### src/rtl/dmem_pkg.sv
// Shared encodings for the MEM-stage data memory: access sizes and FSM states.
package dmem_pkg;

  // MemSize encodings; 2'b11 is treated as a word access.
  typedef enum logic [1:0] {
    SZ_BYTE     = 2'b00,
    SZ_HALF     = 2'b01,
    SZ_WORD     = 2'b10,
    SZ_WORD_ALT = 2'b11
  } mem_size_e;

  // Wait-state handshake states.
  typedef enum logic [1:0] {
    ST_IDLE = 2'b00,
    ST_BUSY = 2'b01,
    ST_DONE = 2'b10
  } dmem_state_e;

  localparam int unsigned CNT_W = 4;

endpackage

### src/rtl/dmem_lane_align.sv
// Little-endian lane steering: extracts and extends load data, merges store
// data into the addressed word, and flags alignment faults (not gated by req).
module dmem_lane_align
  import dmem_pkg::*;
(
  input  logic [31:0] word_i,
  input  logic [1:0]  lane_i,
  input  logic [1:0]  size_i,
  input  logic        signed_i,
  input  logic [31:0] wdata_i,
  output logic [31:0] rdata_o,
  output logic [31:0] merged_o,
  output logic        misaligned_o
);

  mem_size_e   size;
  logic [4:0]  shamt;
  logic [31:0] shifted;
  logic [31:0] lane_mask;
  logic [31:0] lane_data;

  // Select lane, extend the load value and build the read-modify-write word.
  always_comb begin
    size         = mem_size_e'(size_i);
    shamt        = {lane_i, 3'b000};
    shifted      = word_i >> shamt;
    rdata_o      = '0;
    lane_mask    = '0;
    misaligned_o = 1'b0;
    case (size)
      SZ_BYTE: begin
        rdata_o   = {{24{signed_i & shifted[7]}}, shifted[7:0]};
        lane_mask = 32'h0000_00FF << shamt;
      end
      SZ_HALF: begin
        rdata_o      = {{16{signed_i & shifted[15]}}, shifted[15:0]};
        lane_mask    = 32'h0000_FFFF << shamt;
        misaligned_o = lane_i[0];
      end
      default: begin
        rdata_o      = word_i;
        lane_mask    = '1;
        misaligned_o = |lane_i;
      end
    endcase
    lane_data = wdata_i << shamt;
    merged_o  = (word_i & ~lane_mask) | (lane_data & lane_mask);
  end

endmodule

### src/rtl/data_memory_sized.sv
// MEM-stage data memory with byte/half/word access, optional wait states
// signalled through Stall, and misalignment suppression.
module data_memory_sized
  import dmem_pkg::*;
#(
  parameter int unsigned DEPTH   = 32,
  parameter int unsigned AW      = 5,
  parameter int unsigned LATENCY = 0
) (
  input  logic        clock,
  input  logic        reset,
  input  logic        MemRead,
  input  logic        MemWrite,
  input  logic [1:0]  MemSize,
  input  logic        MemSigned,
  input  logic [31:0] DAddress,
  input  logic [31:0] Data_in,
  output logic [31:0] Data_out,
  output logic        Stall,
  output logic        Misaligned
);

  logic [31:0]   mem_q [DEPTH];
  logic [AW-1:0] widx;
  logic [31:0]   rd_word;
  logic [31:0]   ld_data;
  logic [31:0]   st_word;
  logic          align_err;
  logic          req;
  logic          req_ok;
  logic          complete;
  logic          stall_raw;
  logic          unused_addr;

  // Upper address bits alias onto the array.
  assign widx        = DAddress[AW+1:2];
  assign unused_addr = ^DAddress[31:AW+2];
  assign rd_word     = mem_q[widx];
  assign req         = MemRead | MemWrite;
  assign req_ok      = req & ~align_err;

  dmem_lane_align u_align (
    .word_i       (rd_word),
    .lane_i       (DAddress[1:0]),
    .size_i       (MemSize),
    .signed_i     (MemSigned),
    .wdata_i      (Data_in),
    .rdata_o      (ld_data),
    .merged_o     (st_word),
    .misaligned_o (align_err)
  );

  generate
    if (LATENCY == 0) begin : g_comb
      assign stall_raw = 1'b0;
      assign complete  = req_ok;
    end else begin : g_fsm
      localparam logic [CNT_W-1:0] CNT_INIT = CNT_W'(LATENCY - 1);

      dmem_state_e      state_q, state_d;
      logic [CNT_W-1:0] cnt_q, cnt_d;

      // State and wait-counter registers.
      always_ff @(posedge clock) begin
        if (reset) begin
          state_q <= ST_IDLE;
          cnt_q   <= '0;
        end else begin
          state_q <= state_d;
          cnt_q   <= cnt_d;
        end
      end

      // Losing an aligned request in BUSY/DONE is a flush: drop back to IDLE.
      always_comb begin
        state_d   = state_q;
        cnt_d     = cnt_q;
        stall_raw = 1'b0;
        complete  = 1'b0;
        case (state_q)
          ST_IDLE: begin
            if (req_ok) begin
              stall_raw = 1'b1;
              cnt_d     = CNT_INIT;
              state_d   = (LATENCY > 1) ? ST_BUSY : ST_DONE;
            end
          end
          ST_BUSY: begin
            if (req_ok) begin
              stall_raw = 1'b1;
              cnt_d     = cnt_q - 1'b1;
              if (cnt_q == 1) state_d = ST_DONE;
            end else begin
              cnt_d   = '0;
              state_d = ST_IDLE;
            end
          end
          ST_DONE: begin
            complete = req_ok;
            state_d  = ST_IDLE;
          end
          default: state_d = ST_IDLE;
        endcase
      end
    end
  endgenerate

  assign Stall      = ~reset & stall_raw;
  assign Misaligned = ~reset & req & align_err;
  assign Data_out   = (~reset & complete & MemRead & ~MemWrite) ? ld_data : '0;

  // Array clear on reset; otherwise commit the merged word at the end of the completing cycle.
  always_ff @(posedge clock) begin
    if (reset) begin
      for (int unsigned i = 0; i < DEPTH; i++) mem_q[i] <= '0;
    end else if (complete & MemWrite) begin
      mem_q[widx] <= st_word;
    end
  end

endmodule

### config.mk
export PLATFORM = sky130hd
export DESIGN_NAME = data_memory_sized
export DESIGN_NICKNAME = d
export VERILOG_FILES = /design/src/rtl/dmem_pkg.sv /design/src/rtl/dmem_lane_align.sv /design/src/rtl/data_memory_sized.sv
export SDC_FILE = /design/constraint.sdc
export NUM_CORES = 1
export LEC_CHECK = 0
export ABC_CLOCK_PERIOD_IN_PS = 4230
export BUFFER_PORTS_ARGS = -buffer_cell sky130_fd_sc_hd__buf_2
export CAP_MARGIN = 20
export CORE_MARGIN = 2
export CORE_UTILIZATION = 30
export CTS_CLUSTER_SIZE = 16
export DETAILED_ROUTE_END_ITERATION = 7
export PLACE_DENSITY_LB_ADDON = 0.05
export SYNTH_ARGS = -nofsm -noshare
export SYNTH_HDL_FRONTEND = slang
export SYNTH_SLANG_ARGS = --single-unit
### constraint.sdc
create_clock -name clock -period 4.23 [get_ports clock]
set_clock_uncertainty 0.1 [all_clocks]
set_input_delay 0.2115 -clock clock [delete_from_list [all_inputs] [get_ports clock]]
set_output_delay 0.2115 -clock clock [all_outputs]
set_load 0.005 [all_outputs]
==> parameters.txt, run 1 <==
Parameter                              Value

Run status
  Status ... finished, final reports clean

Finish
  Registers with the highest flip-flop counts ... mem_q: 1024 flops
  Footprint of the multi-input gates ... 0.0134 mm²
  Final cell utilization of the core ... 0.357
  Sequential cell area ... 0.0307 mm²
  Share of post-route cells with drive strength above 1 ... 0.209
  Area Overhead vs Synth ... 18.2%
  Number of flip-flops in the largest register ... 1024
  Number of nets in the layout ... 3476
  Number of fillers in the final layout ... 14493
  Final Cell Area ... 0.0535 mm²
  Register name with the most flops ... mem_q

Setup path
  R2R Path End ... mem_q[3][21]
  Highest cell delay on the worst timing path ... 1.08 ns
  Depth of the worst register-to-register path ... 8
  Arr. time, crit path ... 3.81 ns
  Kind of end point of the critical path ... output port
  Launch point of the worst reg-to-reg path ... mem_q[21][21]
  Slowest stage cell, crit path ... sky130_fd_sc_hd__or4b_2
  Worst path most repeated cell ... sky130_fd_sc_hd__buf_4
  Kind of start point of the critical path ... input port
  Slack of the worst reg-to-reg path ... 0.84 ns
  Critical Path RT ... 3.92 ns
  Top fanout value on the critical path ... 24
  Type of the setup path with the least slack ... in -> out
  Crit path cell chain ... buf_2 -> or4b_2 -> o22ai_1 -> nor4_1 -> buf_4 -> nand3_1 -> o31a_1 -> buf_4 -> nand3b_1 -> a21boi_0 -> buf_4 -> buf_2

Synth
  Proportion of register bits with asynchronous set or reset after synthesis ... 0
  Synth warn ... 0
  Commonest register cell after synthesis ... sky130_fd_sc_hd__edfxtp_1
  Number of register bits inferred by synthesis ... 1024
  Mapped Nets ... 3346
  Total standard cell area after synthesis ... 0.0452 mm²
  Number of flops mapped to enable cells by yosys ... 1024
  Sequential area share after synthesis ... 0.680
  Number of distinct library cells after synthesis ... 53
  Cells after Synth ... 3275
  Mean post-synth cell area ... 13.8 µm²

Global routing
  Pin count of the biggest net entering global routing ... 106
  Global-route congestion overflow total ... 0
  Overall global routing resource usage ... 0.241
  First-pass GRT wire length ... 252000 µm
  Via count of the first global-routing pass ... 29299
  Antenna violations before repair ... 5

Floorplanning
  DIE AREA ... 0.154 mm²
  Starting density of the core ... 0.302
  Ports ... 105
  Vertical extent of the die ... 392 µm
  Rows ... 142
  Core area ... 0.150 mm²
  Horiz. Die Dim ... 392 µm

Min path
  Type of the most critical hold path ... in -> reg
  Critical hold path startpoint ... Data_in[6]
  Destination of the worst hold path ... mem_q[20][6]
  Number of cells on the worst hold path ... 4

Clock network
  Clock tree from TritonCTS ... yes
  Clock-pin transition on the worst setup and hold timing paths ... 0.06 ns
  Number of buffers added by the clock tree synthesis step ... 119
  Buffer levels on the longest clock path ... 3
  Total of cells resized after clock tree synthesis ... 0
  Source-to-sink clock delay at the later pin of the worst-skew pair ... 0.75 ns
  H-tree levels ... 3
  Number of clock sinks seen by CTS ... 1024
  Number of buffers inserted to repair setup after CTS ... 0
  Clock root cell ... sky130_fd_sc_hd__clkbuf_16
  Cts-stage hold buffer count ... 0

Timing
  Final Max Slew Viols ... 0
  Post-route setup slack ... 0.106 ns
  Endpoints failing hold ... 0
  RSZ-0062 raised after global routing ... no
  Final setup violation count ... 0
  Worst max-slew margin expressed relative to the limit ... 0.304
  Worst-Margin Slew ... 1.04 ns
  Final period utilization ... 0.975
  Hold slack final ... 0.113 ns
  Accumulated negative setup slack ... 0 ns
  Min Clock Period, post-route ... 4.12 ns
  Maximum operating frequency ... 242 MHz

Power and ir drop
  Max VDD drop ... 306 µV
  Power per unit of standard cell area ... 449 mW/mm²
  Total leakage power ... 0.0186 µW

Route
  Post-detailed-route count of antenna-violating nets ... 0
  Remaining design rule violation count ... 0
  Initial DRC Count ... 2859
  Total number of vias ... 29360
  Via-per-instance ratio ... 5.32
  Number of search-and-repair iterations in the first detailed-routing pass ... 5
  Detailed-route wire length per cell ... 33.7 µm
  Routed wire length ... 186000 µm

Placement
  Setup slack after placement ... 0.140 ns
  Number of buffers added on ports ... 78
  Area of placed instances ... 0.0498 mm²
  Placer's final routability congestion estimate ... 0.943
  Placed wire-length estimate after detailed placement ... 119000 µm

Job
  Maximum capacitance violations ... 0
metal layers:
layer,vias up,track usage,share of wire
li1,12368,-,-
met1,15623,0.324,0.42
met2,1114,0.403,0.48
met3,249,0.0412,0.063
met4,6,0.0657,0.030
met5,-,0,0.00020
cell type report:
class                           count  share of cell area
Multi-Input combinational cell   1924               0.250
Antenna cell                        1           0.0000468
Sequential cell                  1024               0.575
Inverter                            7            0.000491
Timing Repair Buffer              329              0.0593
Clock buffer                      155              0.0598
Clock inverter                     60             0.00817
Tap cell                         2016              0.0472
cells by family after synthesis:
logic type             after synthesis  synth area share
buffers and inverters              327            0.0339
other                                1         0.0000829
AO/OA/AOI/OAI                      288            0.0444
flip-flops                        1024             0.680
AND/OR/NAND/NOR                   1257             0.114
multiplexers                       378             0.128
cell usage in the layout, fill, tap and decap left out, types with 70 or more instances in the layout:
cell,instances
sky130_fd_sc_hd__clkbuf_16,123
sky130_fd_sc_hd__o22ai_1,100
sky130_fd_sc_hd__buf_4,181
sky130_fd_sc_hd__mux2i_1,211
sky130_fd_sc_hd__mux4_2,160
sky130_fd_sc_hd__buf_12,70
sky130_fd_sc_hd__nor2_1,1040
sky130_fd_sc_hd__buf_2,76
sky130_fd_sc_hd__edfxtp_1,1024
sky130_fd_sc_hd__a22oi_1,75
report_power, final:
part	total, µW	leakage, µW	internal [µW]	switching (µW)
registers	11600	0.0106	11500	86.5
logic	2600	0.00626	795	1810
clock network	9830	0.00177	5620	4210
total	24000	0.0186	17900	6100
Yosys cell counts, drive strengths merged (5+ instances only):
cell type / instances / area, µm²
a211oi: 16 / 120
a21oi: 24 / 150
a22o: 12 / 105
a22oi: 83 / 643
buf: 185 / 998
clkbuf: 135 / 507
edfxtp: 1024 / 30700
inv: 7 / 26.3
mux2i: 218 / 2200
mux4: 160 / 3600
nand2: 78 / 293
nand2b: 34 / 213
nand4: 17 / 106
nor2: 1043 / 3920
nor2b: 11 / 68.8
nor3: 12 / 65.1
nor4: 24 / 169
o21a: 5 / 37.5
o21ai: 27 / 135
o221ai: 11 / 96.3
o22ai: 100 / 626
or4: 5 / 37.5
metrics by stage:
step / cells / power, µW
finish: 5516 / 24000
global route: 5515 / 24700
CTS: 5515 / 24300
detailed placement: 5300 / 14400
global placement: 5300 / 14400
floorplan: 3275 / 13000
critical path: cells and delay by family:
family / cells / cell delay [ns]
buf+inv: 5 / 0.95
compound gates: 3 / 1.29
simple gates: 4 / 1.34
worst max path at each step:
stage,start,to,slack (ns),depth (start not counted)
floorplan,DAddress[2],mem_q[0][0],1.09,9
global placement,DAddress[4],Data_out[7],0.13,12
detailed placement,DAddress[2],mem_q[3][21],0.14,11
CTS,mem_q[11][15],Data_out[10],0.09,8
global route,mem_q[11][15],Data_out[11],0.08,8
finish,DAddress[4],Data_out[7],0.11,12
Power figures use the tool's default switching activity.
==> inputs of run 2 (changes only) <==
Settings changed: CORE_ASPECT_RATIO set to 1.1.
==> run 2 against run 1 <==
Maximum frequency increased by 0.61%. Sequential cell count stayed put. Core utilization is 0.13 points lower. Worst hold slack better by 0.013 ns. Clock power grew 1%. Via count fell by 0.51%. First-iteration DRC count rose by 16%. Non-clock buffer count decreased by 21. Largest power group unchanged.
==> parameters.txt, run 2 (synthesized netlist as in run 1, its figures left out) <==
Parameter                              Value

Run status
  Status ... finished, final reports clean (unchanged)

Floorplanning
  Horiz. Die Dim ... 374 µm (was 392 µm)
  Ports ... 105 (unchanged)
  Core area ... 0.150 mm² (about the same)
  DIE AREA ... 0.154 mm² (about the same)
  Starting density of the core ... 0.302 (about the same)
  Rows ... 149 (was 142)
  Vertical extent of the die ... 411 µm (was 392 µm)

Setup path
  Kind of start point of the critical path ... input port (unchanged)
  Critical path endpoint ... Data_out[7] (unchanged)
  Crit path cell chain ... buf_2 -> or4b_2 -> o22ai_1 -> or4_1 -> or2_1 -> o22a_1 -> nand3b_1 -> a21boi_1 -> buf_4 -> buf_2 (was buf_2 -> or4b_2 -> o22ai_1 -> nor4_1 -> buf_4 -> nand3_1 -> o31a_1 -> buf_4 -> nand3b_1 -> a21boi_0 -> buf_4 -> buf_2)
  Sum of buffers and inverters on the critical path ... 3 (was 5)
  Depth of the worst register-to-register path ... 9 (was 8)
  Highest cell delay on the worst timing path ... 0.90 ns (was 1.08 ns)
  Arr. time, crit path ... 3.79 ns (was 3.81 ns)
  Slack of the worst reg-to-reg path ... 1.12 ns (was 0.84 ns)
  Top fanout value on the critical path ... 25 (was 24)
  Logic depth of the worst path, buffers included ... 10 (was 12)
  R2R Path End ... mem_q[3][16] (was mem_q[3][21])
  Launch point of the worst reg-to-reg path ... mem_q[17][16] (was mem_q[21][21])
  Source of the critical timing path ... DAddress[4] (unchanged)
  Family with the most delay on the worst path ... simple AND/OR/NAND/NOR gates (unchanged)
  Kind of end point of the critical path ... output port (unchanged)
  Critical Path RT ... 3.92 ns (about the same)
  Worst path most repeated cell ... sky130_fd_sc_hd__buf_2 (was sky130_fd_sc_hd__buf_4)
  Type of the setup path with the least slack ... in -> out (unchanged)
  Slowest stage cell, crit path ... sky130_fd_sc_hd__or4b_2 (unchanged)

Min path
  Critical hold path startpoint ... Data_in[23] (was Data_in[6])
  Type of the most critical hold path ... in -> reg (unchanged)

Clock network
  Number of buffers inserted to repair setup after CTS ... 0 (unchanged)
  Clock tree from TritonCTS ... yes (unchanged)
  Buffer levels on the longest clock path ... 3 (unchanged)
  Number of clock sinks seen by CTS ... 1024 (unchanged)
  Clock root cell ... sky130_fd_sc_hd__clkbuf_16 (unchanged)
  H-tree levels ... 3 (unchanged)
  Clock-pin transition on the worst setup and hold timing paths ... 0.06 ns (about the same)
  Number of buffers added by the clock tree synthesis step ... 115 (was 119)
  Source-to-sink clock delay at the later pin of the worst-skew pair ... 0.76 ns (was 0.75 ns)

Finish
  Most frequent standard cell in the layout excluding fill and tap cells ... sky130_fd_sc_hd__nor2_1 (unchanged)
  Number of nets in the layout ... 3451 (was 3476)
  Number of flip-flops in the largest register ... 1024 (unchanged)
  Layout Cells excl Fill ... 5440 (was 5516)
  Area Overhead vs Synth ... 17.9% (was 18.2%)
  Register name with the most flops ... mem_q (unchanged)
  Leading cell types in the layout, fill and taps excluded ... sky130_fd_sc_hd__nor2_1, sky130_fd_sc_hd__edfxtp_1, sky130_fd_sc_hd__mux2i_1, sky130_fd_sc_hd__mux4_2, sky130_fd_sc_hd__buf_4 (was sky130_fd_sc_hd__nor2_1, sky130_fd_sc_hd__edfxtp_1, sky130_fd_sc_hd__mux2i_1, sky130_fd_sc_hd__buf_4, sky130_fd_sc_hd__mux4_2)
  Registers with the highest flip-flop counts ... mem_q: 1024 flops (unchanged)
  Final cell utilization of the core ... 0.356 (was 0.357)
  Share of post-route cells with drive strength above 1 ... 0.211 (was 0.209)

Route
  Remaining design rule violation count ... 0 (unchanged)
  Routed length on met2 ... 86000 µm (was 89900 µm)
  Post-detailed-route count of antenna-violating nets ... 0 (unchanged)
  Number of search-and-repair iterations in the first detailed-routing pass ... 5 (unchanged)
  Metal-1 WL ... 80300 µm (was 78700 µm)
  Via-per-instance ratio ... 5.37 (was 5.32)
  Top routing layer used ... met4 (was met5)
  Initial DRC Count ... 3303 (was 2859)
  Routed length on met3 ... 10000 µm (was 11700 µm)
  Routed wire length ... 180000 µm (was 186000 µm)
  Detailed-route wire length per cell ... 33.0 µm (was 33.7 µm)
  Total number of vias ... 29209 (was 29360)

Power and ir drop
  Part of the total power dissipated in the clock network ... 0.414 (was 0.409)
  Internal power ... 17900 µW (about the same)
  Total leakage power ... 0.0185 µW (was 0.0186 µW)
  Switching power summed over all nets ... 6130 µW (was 6100 µW)
  Power per unit of standard cell area ... 451 mW/mm² (was 449 mW/mm²)
  Overall power of the completed layout ... 24100 µW (was 24000 µW)
  Proportion of power drawn by flip-flops and latches ... 0.481 (was 0.482)
  Net Sw Frac ... 0.255 (was 0.254)
  Gate power share ... 0.105 (was 0.108)
  Max VDD drop ... 329 µV (was 306 µV)

Timing
  Final period utilization ... 0.969 (was 0.975)
  RSZ-0062 raised after global routing ... no (unchanged)
  Worst-Margin Slew ... 1.05 ns (was 1.04 ns)
  Worst max-slew margin expressed relative to the limit ... 0.296 (was 0.304)
  Min Clock Period, post-route ... 4.10 ns (was 4.12 ns)
  Endpoints failing hold ... 0 (unchanged)
  Maximum operating frequency ... 244 MHz (was 242 MHz)
  Final Max Slew Viols ... 0 (unchanged)
  Final setup violation count ... 0 (unchanged)

Placement
  Placed instance count ... 5221 (was 5300)
  Number of buffers added on ports ... 78 (unchanged)
  Placer's final routability congestion estimate ... 0.820 (was 0.943)
  Placed wire-length estimate after detailed placement ... 116000 µm (was 119000 µm)

Global routing
  Overall global routing resource usage ... 0.232 (was 0.241)
  First-pass GRT wire length ... 247000 µm (was 252000 µm)
  Via count of the first global-routing pass ... 29469 (was 29299)
  Global-route congestion overflow total ... 0 (unchanged)
  Pin count of the biggest net entering global routing ... 52 (was 106)
  Antenna violations before repair ... 14 (was 5)

Job
  Maximum capacitance violations ... 0 (unchanged)
[run 2: routing by layer]
layer  up-vias  GRT usage
met2      1040      0.384
met3       164     0.0291
met5         -          0
met4         0     0.0519
li1      12295          -
met1     15710      0.327
[run 2: layout make-up]
cell class / count / area, µm²
Tap cell: 1963 / 2460
Antenna cell: 2 / 5.00
Inverter: 7 / 26.3
Multi-Input combinational cell: 1924 / 13400
Sequential cell: 1024 / 30700
Fill cell: 14540 / 96600
Clock inverter: 75 / 741
Clock buffer: 137 / 2960
Timing Repair Buffer: 308 / 2990
[run 2: power groups by stage]
stage,Sequential [µW],Clock (µW),Combinational [µW]
floorplan,11800,0,1190
global placement,11800,0,2540
detailed placement,11800,0,2550
CTS,11600,10200,2560
global route,11600,10500,2630
finish,11600,9960,2530
[run 2: worst register-to-register path: stages (launching register included)]
cell and delay [ns]:
sky130_fd_sc_hd__edfxtp_1 0.36, sky130_fd_sc_hd__mux2i_1 0.25, sky130_fd_sc_hd__o22ai_1 0.20, sky130_fd_sc_hd__buf_4 0.22
sky130_fd_sc_hd__nor4_1 0.43, sky130_fd_sc_hd__nand2_1 0.36, sky130_fd_sc_hd__buf_4 0.31, sky130_fd_sc_hd__mux2i_4 0.18
sky130_fd_sc_hd__buf_12 0.22, sky130_fd_sc_hd__nor2_1 0.15
[run 2: per-stage QoR]
step	hold WS, ns	area, µm²	setup slack (ns)	setup TNS [ns]
global placement	0.706	49600	-0.114	-0.114
finish	0.126	53300	0.131	0
global route	0.169	53300	0.0203	0
CTS	0.0805	53300	0.0846	0
floorplan	0.372	45200	1.09	0
detailed placement	0.712	49600	-0.132	-0.132
[run 2: how the worst min path moves through the flow]
stage               endpoint  slack [ns]  cells past startpoint
2_1_floorplan    mem_q[3][0]        0.37                      2
3_3_place_gp   mem_q[16][23]        0.71                      5
3_5_place_dp   mem_q[17][23]        0.71                      5
4_1_cts        mem_q[17][23]        0.08                      5
5_1_grt        mem_q[17][23]        0.17                      5
6_report       mem_q[17][23]        0.13                      5
[run 2: what timing repair did]
item | CTS | global route
hold buffers | 5 | 0
endpoints found under the hold margin | 83 | 0
gates resized for setup | 1 | 1
endpoints found under the setup margin | 1 | 2
